--- src/rtl/board_pkg.sv ---
// Shared board-level types and constants for the push-button front end.
package board_pkg;

    typedef enum logic [1:0] {
        IDLE,
        PRESSED,
        LONG,
        WAIT_RELEASE
    } key_state_e;

    localparam logic [1:0] KEY_1 = 2'd0;
    localparam logic [1:0] KEY_2 = 2'd1;
    localparam logic [1:0] KEY_3 = 2'd2;
    localparam logic [1:0] KEY_4 = 2'd3;

    localparam int unsigned DEBOUNCE_10MS = 500000;
    localparam int unsigned HOLD_1S       = 50000000;

    // True when two or more bits are set.
    function automatic logic multi_hot(input logic [3:0] v);
        return (v & (v - 4'd1)) != '0;
    endfunction

    function automatic logic [1:0] onehot_idx(input logic [3:0] v);
        logic [1:0] idx;
        idx = KEY_1;
        case (v)
            4'b0010: idx = KEY_2;
            4'b0100: idx = KEY_3;
            4'b1000: idx = KEY_4;
            default: idx = KEY_1;
        endcase
        return idx;
    endfunction

endpackage

--- src/rtl/btn_debounce.sv ---
// Two-flop synchroniser followed by a stability counter for one raw button.
module btn_debounce
    import board_pkg::*;
#(
    parameter int unsigned DEBOUNCE_CYCLES = DEBOUNCE_10MS
) (
    input  logic clk,
    input  logic reset,
    input  logic raw,
    output logic level
);

    localparam int unsigned CW = $clog2(DEBOUNCE_CYCLES + 1);

    logic          sync1_q;
    logic          sync2_q;
    logic          deb_q, deb_d;
    logic [CW-1:0] cnt_q, cnt_d;

    always_comb begin
        deb_d = deb_q;
        cnt_d = '0;
        if (sync2_q != deb_q) begin
            if (cnt_q == CW'(DEBOUNCE_CYCLES - 1)) begin
                deb_d = sync2_q;
            end else begin
                cnt_d = cnt_q + CW'(1);
            end
        end
    end

    always_ff @(posedge clk) begin
        if (reset) begin
            sync1_q <= 1'b0;
            sync2_q <= 1'b0;
            deb_q   <= 1'b0;
            cnt_q   <= '0;
        end else begin
            sync1_q <= raw;
            sync2_q <= sync1_q;
            deb_q   <= deb_d;
            cnt_q   <= cnt_d;
        end
    end

    assign level = deb_q;

endmodule

--- src/rtl/button_reader.sv ---
// Debounces four push buttons and classifies presses as short, long or multi-key,
// emitting registered single-cycle key events.
module button_reader
    import board_pkg::*;
#(
    parameter int unsigned DEBOUNCE_CYCLES = DEBOUNCE_10MS,
    parameter int unsigned LONG_CYCLES     = HOLD_1S
) (
    input  logic       clk,
    input  logic       reset,
    input  logic       btn_1,
    input  logic       btn_2,
    input  logic       btn_3,
    input  logic       btn_4,
    output logic [3:0] btn_state,
    output logic       key_valid,
    output logic [1:0] key_idx,
    output logic       key_long,
    output logic       key_multi
);

    localparam int unsigned CNT_W = $clog2(LONG_CYCLES + 1);

    logic [3:0]       raw;
    logic [3:0]       deb;

    key_state_e       state_q, state_d;
    logic [1:0]       cur_q, cur_d;
    logic [CNT_W-1:0] hold_q, hold_d;
    logic             valid_q, valid_d;
    logic [1:0]       idx_q, idx_d;
    logic             long_q, long_d;
    logic             multi_q, multi_d;

    logic             other_down;
    logic             hold_done;

    assign raw = {btn_4, btn_3, btn_2, btn_1};

    for (genvar g = 0; g < 4; g++) begin : g_deb
        btn_debounce #(
            .DEBOUNCE_CYCLES(DEBOUNCE_CYCLES)
        ) u_deb (
            .clk  (clk),
            .reset(reset),
            .raw  (raw[g]),
            .level(deb[g])
        );
    end

    assign other_down = (deb & ~(4'b0001 << cur_q)) != '0;
    assign hold_done  = hold_q == CNT_W'(LONG_CYCLES - 1);

    always_ff @(posedge clk) begin
        if (reset) begin
            state_q <= IDLE;
            cur_q   <= '0;
            hold_q  <= '0;
            valid_q <= 1'b0;
            idx_q   <= '0;
            long_q  <= 1'b0;
            multi_q <= 1'b0;
        end else begin
            state_q <= state_d;
            cur_q   <= cur_d;
            hold_q  <= hold_d;
            valid_q <= valid_d;
            idx_q   <= idx_d;
            long_q  <= long_d;
            multi_q <= multi_d;
        end
    end

    always_comb begin
        state_d = state_q;
        cur_d   = cur_q;
        hold_d  = hold_q;
        case (state_q)
            IDLE: begin
                if (deb != '0) begin
                    if (multi_hot(deb)) begin
                        state_d = WAIT_RELEASE;
                    end else begin
                        cur_d   = onehot_idx(deb);
                        hold_d  = '0;
                        state_d = PRESSED;
                    end
                end
            end
            PRESSED: begin
                // A second key wins over release and over the long-hold timeout.
                if (other_down) begin
                    state_d = WAIT_RELEASE;
                end else if (deb == '0) begin
                    state_d = IDLE;
                end else if (hold_done) begin
                    state_d = LONG;
                end else begin
                    hold_d = hold_q + CNT_W'(1);
                end
            end
            LONG, WAIT_RELEASE: begin
                if (deb == '0) begin
                    state_d = IDLE;
                end
            end
            default: state_d = IDLE;
        endcase
    end

    always_comb begin
        valid_d = 1'b0;
        multi_d = 1'b0;
        idx_d   = idx_q;
        long_d  = long_q;
        case (state_q)
            IDLE: begin
                if (multi_hot(deb)) begin
                    multi_d = 1'b1;
                end
            end
            PRESSED: begin
                if (other_down) begin
                    multi_d = 1'b1;
                end else if (deb == '0) begin
                    valid_d = 1'b1;
                    idx_d   = cur_q;
                    long_d  = 1'b0;
                end else if (hold_done) begin
                    valid_d = 1'b1;
                    idx_d   = cur_q;
                    long_d  = 1'b1;
                end
            end
            default: ;
        endcase
    end

    assign btn_state = deb;
    assign key_valid = valid_q;
    assign key_idx   = idx_q;
    assign key_long  = long_q;
    assign key_multi = multi_q;

endmodule

--- config.mk ---
export PLATFORM = sky130hd
export DESIGN_NAME = button_reader
export DESIGN_NICKNAME = d
export VERILOG_FILES = /design/src/rtl/board_pkg.sv /design/src/rtl/btn_debounce.sv /design/src/rtl/button_reader.sv
export SDC_FILE = /design/constraint.sdc
export NUM_CORES = 1
export LEC_CHECK = 0
export ABC_AREA = 1
export CORE_MARGIN = 10
export CORE_UTILIZATION = 30
export DETAILED_ROUTE_END_ITERATION = 16
export PLACE_DENSITY = 0.5
export SYNTH_ARGS = -nofsm -noshare
export SYNTH_HDL_FRONTEND = slang
export SYNTH_HIERARCHICAL = 1
export SYNTH_SLANG_ARGS = --single-unit
--- constraint.sdc ---
create_clock -name clk -period 1.6 [get_ports clk]
set_input_delay 0.24 -clock clk [delete_from_list [all_inputs] [get_ports clk]]
set_output_delay 0.24 -clock clk [all_outputs]
set_load 0.03 [all_outputs]
# Word-level counts from Yosys, hierarchy flattened
# Cells that the tools add are included.
# totals
register_bits	123
input_bits	6
output_inout_bits	9
word_cells	106
# classes
addsub	6
eq_ne	22
n_shift	1
muxes	23
n_bitwise	10
n_reduce_logical	21
# op_table
operator	count
$mux W26	5
$add A19 B1 Y19 const B	4
$eq A19 B19 Y1 const B	4
$pmux W26 S2	1
$add A26 B1 Y26 const B	1
$eq A26 B26 Y1 const B	1
$mux W2	8
$reduce_or A3 Y1	5
$ne A2 B2 Y1 const B	6
$pmux W2 S3	2
$reduce_bool A4 Y1	3
$reduce_and A3 Y1	3
$and A4 B4 Y4	2
$reduce_and A2 Y1	4
$not A1 Y1	7
$mux W1	6
$reduce_and A6 Y1	1
$eq A2 B2 Y1 const B	2
$eq A4 B2 Y1 const B	1
$eq A4 B3 Y1 const B	1
$eq A4 B4 Y1 const B	1
$logic_not A4 Y1	1
$ne A1 B1 Y1	4
$ne A4 B4 Y1 const B	1
8 further kinds	9

# Longest topological paths before layout
# Gate-level depths: netlist (run 1).
# depth
depth_word	6
ltp_mapped	12
mapped_depth_nobuf	12

# Modules after synthesis
# Netlist (run 1), hierarchy kept.
# modules_own_cells
mod	instances	cells_per_inst	area_each_um2	seq_area_each_um2
btn_debounce (g_deb[0].u_deb ...)	3	182	1203.7	440.4
button_reader	1	372	2270.9	700.7
btn_debounce (g_deb[3].u_deb)	1	181	1189.9	440.4

# Worst setup path before layout (run 1)
# No wires, ideal clock.
# synth_timing
kind	flip-flop to flip-flop
start	reg g_deb[0].u_deb.deb_q
end	reg hold_q[8]
setup_time_ps	70
t_arrival_ps	1578
required_time_ps	1530
slack_ps	-48
stages_incl_launch_ff	10
path_buffers	1
synth_period_minus_slack_ps	1648
path_cell_list	dfxtp_1 nor2_1 nand2_2 inv_2 nor2_4 nand3_1 nor2_2 buf_6 nand2_1 a21oi_2
# synth_between
elab_chain_cells	5
elab_cells_between_ends	12
cone_classes	1 x add/sub; 4 x eq/ne; 2 x bitwise; 5 x reduce/logical
# synth_rtl
element	line	source
start, declared	btn_debounce.sv:17	logic deb_q, deb_d;
start signal, assigned	btn_debounce.sv:36	deb_q <= 1'b0;
start signal, assigned	btn_debounce.sv:41	deb_q <= deb_d;
$sub A4 B1 Y4	board_pkg.sv:21	return (v & (v - 4'd1)) != '0;
$and A4 B4 Y4	board_pkg.sv:21	
$reduce_bool A4 Y1	board_pkg.sv:21	
$ne A2 B2 Y1 (no line)	-	
$reduce_and A6 Y1 (no line) (*)	-	
end signal, assigned	button_reader.sv:66	hold_q <= hold_d;
end, declared	button_reader.sv:29	logic [CNT_W-1:0] hold_q, hold_d;
# Every way passes the cells marked *; elsewhere a longest branch is shown, timed or not.
# A chain may end at the register's enable or synchronous reset.

# Final worst setup path (run 1)
# layout_timing
start	reg hold_q[1]
end	reg hold_q[18]
# layout_between
elab_chain_cells	5
elab_cells_between_ends	8
cone_classes	1 x add/sub; 2 x eq/ne; 4 x mux; 1 x reduce/logical
# layout_rtl
element	line	source
$add A26 B1 Y26	button_reader.sv:99	hold_d = hold_q + CNT_W'(1);
$mux W26	button_reader.sv:96	end else if (hold_done) begin
$mux W26	button_reader.sv:94	end else if (deb == '0) begin
$mux W26	button_reader.sv:92	if (other_down) begin
$pmux W26 S2	button_reader.sv:78	case (state_q)
# Parallel ways exist; a longest one is shown, timed or not. The select of a mux whose other input is x is not followed.

==> flow_summary_export.csv, run 1 <==
group,metric,value,unit
placed_design,io_buffers,14,
pwr,irDropWorstVdd,601.6,uV
cts,cts_buffers,17,
logic_synthesis,ys_seq_elements,123,
cells_and_area,final_cell_area,0.009101,mm2
cts,cts_root_buf,"clkbuf_16",
global_route,antenna_found_initial,0,
die,fp.dieW,173.5,um
route,wl_per_cell,11.15,um
pwr,finalPower,7.388,mW
global_route,grt_pass1_wl,29310,um
cts,cts_buffer_depth,2,
setup_path,r2r_slack,-0.01,ns
timing,tightest_slew,0.3653,ns
logic_synthesis,synth_top_area_cell,"dfxtp_1",
logic_synthesis,ys_warn_count,6,
logic_synthesis,synthAdderAreaFrac,0.008846,
logic_synthesis,avgSynthCellArea,6.435,um2
global_route,grt_pass1_vias,6237,
placed_design,hpwlAfterDp,12430,um
setup_path,start_kind,"register",
cells_and_area,n_fill_cell,2450,
setup_path,critPathArrivalTime,1.95,ns
timing,hold_viol,0,
cells_and_area,nets,1211,
timing,finClkSkew,0.01097,ns
timing,rsz0062_at_grt,"true",
logic_synthesis,synth-simple-area-share,0.4354,
die,fp.coreArea,0.02333,mm2
timing,drv_slew,0,
cts,cts_tree,"done",
cells_and_area,syn_to_final_growth,28.70,%
route,first_pass_iters,5,
route,via_per_inst,4.289,
logic_synthesis,yosysTopAreaCellShare,0.3482,
logic_synthesis,synth-compound-area-share,0.05414,
timing,period_needed,1.613,ns
run,max_cap_violations,0,
placed_design,post-place-cells,1493,
route,finalWirelength,17060,um
timing,fin_crit_sh,1.008,
run_status,outcome,"finished, violations left",
die,die_h,173.5,um
die,start_util,0.3031,
cells_and_area,final_layout_size_suffix_gt1_frac,0.2552,
timing,fmax,620.0,MHz
cts,cts.sinks,123,
cells_and_area,seqCellArea,0.002480,mm2
timing,finalSetupViolations,3,
logic_synthesis,synth_cells,1099,
logic_synthesis,yosys-top-cells-area,"dfxtp_1 (35%), nand2_1 (15%), nor2_1 (11%)",
setup_path,required,1.94,ns
pwr,power_density,811.8,mW/mm2
die,num_io_pins,15,
setup_path,endpoint_kind,"register",
logic_synthesis,synth_top_family_by_area,"simple AND/OR/NAND/NOR gates",
hold_path,hp-class,"in -> reg",
timing,slew_headroom,0.7562,
route,drc,0,
logic_synthesis,seq_area_frac_synth,0.3482,
route,via_count,6562,
setup_path,worstSetupPathType,"reg -> reg",
cts,h-tree-depth,4,
logic_synthesis,synth_area,0.007072,mm2
cells_and_area,fin_cells,1530,
cts,clk_pin_slew,0.06,ns
die,rows,56,
timing,fin_ws,-0.01279,ns
cells_and_area,antenna_cells,0,
cells_and_area,multi_input_area,0.004275,mm2
global_route,grt_max_degree,19,
route,drt_iter0_markers,226,
logic_synthesis,synth_cell_types,31,
logic_synthesis,synth_nets,1110,
setup_path,crit_fanout,4,
placed_design,finalWeightedCongestion,0.8454,
run_status,violations,"setup timing",
die,die-area,0.03011,mm2
pwr,p_leak,3.401,nW
cts,clkLatencyLatePin,0.41,ns
route,ant_nets,0,
logic_synthesis,synth-xor-area-share,0.05449,
placed_design,placed_area,0.008031,mm2
global_route,grtUsageTotal,0.1154,
global_route,overflow,0,
logic_synthesis,synthMuxAreaShare,0,
-- state kept, by name, summed over array words and instances, names as in the netlist, 2 cells and up --
name / flops
g_deb.u_deb/cnt_q: 76
hold_q: 26
g_deb.u_deb/level: 4
g_deb.u_deb/sync1_q: 4
g_deb.u_deb/sync2_q: 4
cur_q: 2
key_idx: 2
state_q: 2
-- worst max-delay path, cell delays in order (launching register included) --
cell and delay, ns:
dfxtp_2 0.35, ha_4 0.15, nand2_4 0.06, nor2_4 0.12, nand2_2 0.07, nor2_4 0.12
nand3_2 0.10, nand3_4 0.17, nand2_4 0.09, buf_4 0.18, o21ai_0 0.13
-- where the power goes --
part	leakage [nW]	internal, mW	switching (mW)
logic	2.10	0.0548	0.115
registers	0.998	3.08	0.00750
clock network	0.305	2.75	1.38
-- cells in the mapped netlist (all sizes together) --
cell type and number:
nor3 12, a21oi 34, nand3b 2, clkbuf 3
nand3 89, o21a 1, nor2 268, o2111ai 1
nand2 302, ha 5, or2 9, buf 6
xnor2 8, nor3b 2, inv 155, xor2 36
o21ai 31, dfxtp 123, o21bai 2, nand4 10
-- metrics by stage --
stage	setup TNS, ns	util	hold WS (ns)	setup WS [ns]
after global routing	-1.860	0.3901	0.2083	-0.1257
after global placement	-3.354	0.3442	0.3904	-0.2435
after floorplan	0	-	0.3112	0.03673
after detailed placement	-5.112	0.3442	0.3961	-0.3340
final	-0.02768	0.3901	0.1971	-0.01279
after CTS	-0.02807	0.3756	0.1804	-0.02807
-- final timing paths --
path	start	to	depth (start not counted)
hold reg to reg	g_deb[1].u_deb/sync1_q$_SDFF_PP0_	g_deb[1].u_deb/sync2_q$_SDFF_PP0_	2
setup / recovery	hold_q[1]$_SDFFE_PP0P_	hold_q[18]$_SDFFE_PP0P_	10
setup reg to reg	hold_q[1]$_SDFFE_PP0P_	hold_q[18]$_SDFFE_PP0P_	10
hold / removal	reset	g_deb[1].u_deb/sync1_q$_SDFF_PP0_	2
-- cell usage in the layout, fill, tap and decap left out, types with 16 or more instances in the layout --
cell type    n
nand2_1    269
nor2_1     176
inv_1      140
dfxtp_1    113
nor2_2      77
nand3_1     74
buf_4       69
xor2_1      36
nand2_2     24
a21oi_1     23
o21ai_0     19
clkbuf_16   18
nor2_4      16
-- metal layers --
| metal | track usage | part of all wire | vias to the layer above |
|---|---|---|---|
| met5 | 0 | 0 | - |
| met3 | 0.03049 | 0.035 | 6 |
| met2 | 0.1916 | 0.47 | 70 |
| li1 | - | - | 3589 |
| met1 | 0.1448 | 0.48 | 2897 |
| met4 | 0.02946 | 0.0071 | 0 |
-- cell families (layout without fill, tap and decap cells) --
logic type,after synthesis,in the layout
fa+ha+maj,5,5
buf+inv,164,275
xor+xnor,44,44
flops,123,123
simple gates,694,695
compound gates,69,69
-- layout make-up --
| class | instances | area share |
|---|---|---|
| timing repair buffer | 90 | 0.08097 |
| multi-input combinational | 813 | 0.4698 |
| tap | 319 | 0.04385 |
| sequential | 123 | 0.2725 |
| clock inverter | 7 | 0.01512 |
| clock buffer | 23 | 0.05362 |
| inverter | 155 | 0.06420 |
-- what timing repair did --
item | CTS | global route
pin swaps | 10 | 25
hold buffers | 0 | 0
resized for setup | 40 | 101
gates cloned | 1 | 1
buffers inserted | 2 | 4
hold endpoints to repair | 0 | 0
setup endpoints to repair | 36 | 55
Power figures use the tool's default switching activity.
==> inputs of run 2 (changes only) <==
Settings changed: CORE_MARGIN 10 to default.
==> flow_summary_export.csv, run 2 (synthesis results as in run 1) <==
group,metric,value,unit
run_status,outcome,"finished, violations left",
run_status,violations,"setup timing",
global_route,grt_max_degree,18,
pwr,power_density,772.9,mW/mm2
placed_design,hpwlAfterDp,12510,um
die,start_util,0.3095,
cells_and_area,utilization,0.4017,
hold_path,hp-class,"in -> reg",
cells_and_area,multi_input_area,0.004303,mm2
cells_and_area,top_register,"g_deb.u_deb/cnt_q",
placed_design,io_buffers,14,
cells_and_area,final_common_cell,"nand2_1",
route,drc,0,
global_route,grtUsageTotal,0.1540,
pwr,p_leak,3.440,nW
global_route,overflow,0,
timing,drv_slew,0,
die,fp.coreArea,0.02285,mm2
cts,cts_root_buf,"clkbuf_16",
timing,final.setup.tns,-0.2882,ns
setup_path,start_kind,"register",
cts,cts_tree,"done",
die,die_h,155.5,um
die,num_io_pins,15,
timing,rsz0062_at_grt,"true",
placed_design,placed_area,0.008114,mm2
hold_path,min_path_cells,2,
timing,fmax,611.7,MHz
timing,slew_headroom,0.7355,
timing,finClkSkew,0.009132,ns
cells_and_area,final_layout_size_suffix_gt1_frac,0.2557,
run,max_cap_violations,0,
cells_and_area,final_cell_mix,"nand2_1 (268), nor2_1 (181), inv_1 (145)",
timing,fin_crit_sh,1.022,
timing,period_needed,1.635,ns
cells_and_area,antenna_cells,0,
cts,cts_hold_buf,0,
cells_and_area,largest_reg_flops,76,
cts,clk_pin_slew,0.05,ns
setup_path,critPathArrivalTime,1.99,ns
cts,cts.sinks,123,
cells_and_area,n_fill_cell,2459,
setup_path,rr_worst_depth,11,
global_route,grt_pass1_wl,29950,um
placed_design,finalWeightedCongestion,0.8364,
timing,finalSetupViolations,19,
cells_and_area,largestRegisters,"g_deb.u_deb/cnt_q (76), hold_q (26)",
route,wl_per_cell,11.13,um
cts,clkLatencyLatePin,0.42,ns
global_route,grt_pass1_vias,6417,
route,finalWirelength,17100,um
route,drt_iter0_markers,223,
setup_path,crit_fanout,7,
setup_path,worstSetupPathType,"reg -> reg",
global_route,antenna_found_initial,0,
cts,h-tree-depth,4,
timing,fin_ws,-0.03475,ns
cells_and_area,syn_to_final_growth,29.78,%
timing,hold_viol,0,
die,die-area,0.02419,mm2
route,via_count,6681,
pwr,irDropWorstVdd,522.2,uV
route,ant_nets,0,
timing,holdWs,0.2326,ns
cts,cts_buffer_depth,2,
cts,cts_buffers,17,
cells_and_area,nets,1224,
cells_and_area,final_cell_area,0.009178,mm2
die,rows,55,
cells_and_area,seqCellArea,0.002476,mm2
timing,tightest_slew,0.3968,ns
setup_path,required,1.95,ns
route,first_pass_iters,7,
die,fp.dieW,155.5,um
route,via_per_inst,4.347,
setup_path,endpoint_kind,"register",
## run 2: cell types whose count changed in the layout (fill, tap and decap cells not counted), sizes merged
cell / previous run / this run
clkinvlp: 1 / 2
clkinv: 2 / 3
bufinv: 4 / 3
clkdlybuf4s15: 0 / 1
clkbuf: 28 / 25
buf: 76 / 90
## run 2: path summary, 6_finish.rpt
kind,startpoint,to,slack (ns)
setup reg to reg,hold_q[0]$_SDFFE_PP0P_,hold_q[14]$_SDFFE_PP0P_,-0.03
setup / recovery,hold_q[0]$_SDFFE_PP0P_,hold_q[14]$_SDFFE_PP0P_,-0.03
hold / removal,reset,g_deb[2].u_deb/sync2_q$_SDFF_PP0_,0.23
hold reg to reg,g_deb[0].u_deb/sync1_q$_SDFF_PP0_,g_deb[0].u_deb/sync2_q$_SDFF_PP0_,0.40
## run 2: layout make-up
cell class	count	area share
repair buffers	103	0.09243
clock buffers	22	0.04949
well taps	313	0.04267
inverters	155	0.06367
multi-input cells	813	0.4688
clock inverters	8	0.01309
flip-flops and latches	123	0.2698
## run 2: metrics by stage
stage | setup WS, ns | std cells | total power, mW
3_5_place_dp | -0.3010 | 1499 | 3.315
6_report | -0.03475 | 1537 | 7.094
3_3_place_gp | -0.2218 | 1499 | 3.315
2_1_floorplan | 0.03673 | 1099 | 3.253
4_1_cts | -0.09456 | 1540 | 7.191
5_1_grt | -0.1369 | 1537 | 7.367
## run 2: where the power goes
| group | switching [mW] | internal (mW) |
|---|---|---|
| Combinational | 0.124 | 0.0609 |
| Sequential | 0.00711 | 3.08 |
| Clock | 1.36 | 2.46 |
| Total | 1.49 | 5.60 |
## run 2: metal layers
| layer | wire, um | GRT usage | vias up |
|---|---|---|---|
| li1 | - | - | 3613 |
| met1 | 8656 | 0.2027 | 2999 |
| met2 | 7840 | 0.2488 | 59 |
| met3 | 461 | 0.03333 | 10 |
| met4 | 143 | 0.05135 | 0 |
| met5 | 0 | 0 | - |
## run 2: worst max-delay path: stages (launching register included)
cell and delay, ns:
dfxtp_2 0.34, ha_4 0.15, nand2_4 0.06, nor2_4 0.13, nand2_4 0.07, nor2_4 0.13, buf_6 0.12, nand3_4 0.07
nand3_4 0.16, buf_8 0.17, nand2_1 0.07, a21oi_2 0.11
## run 2: what timing repair did
| item | CTS | global route |
|---|---|---|
| hold endpoints to repair | 0 | 0 |
| gates resized for setup | 66 | 80 |
| cloned | 2 | 0 |
| setup endpoints to repair | 40 | 46 |
| buffers inserted | 10 | 0 |
| pin swaps | 12 | 20 |
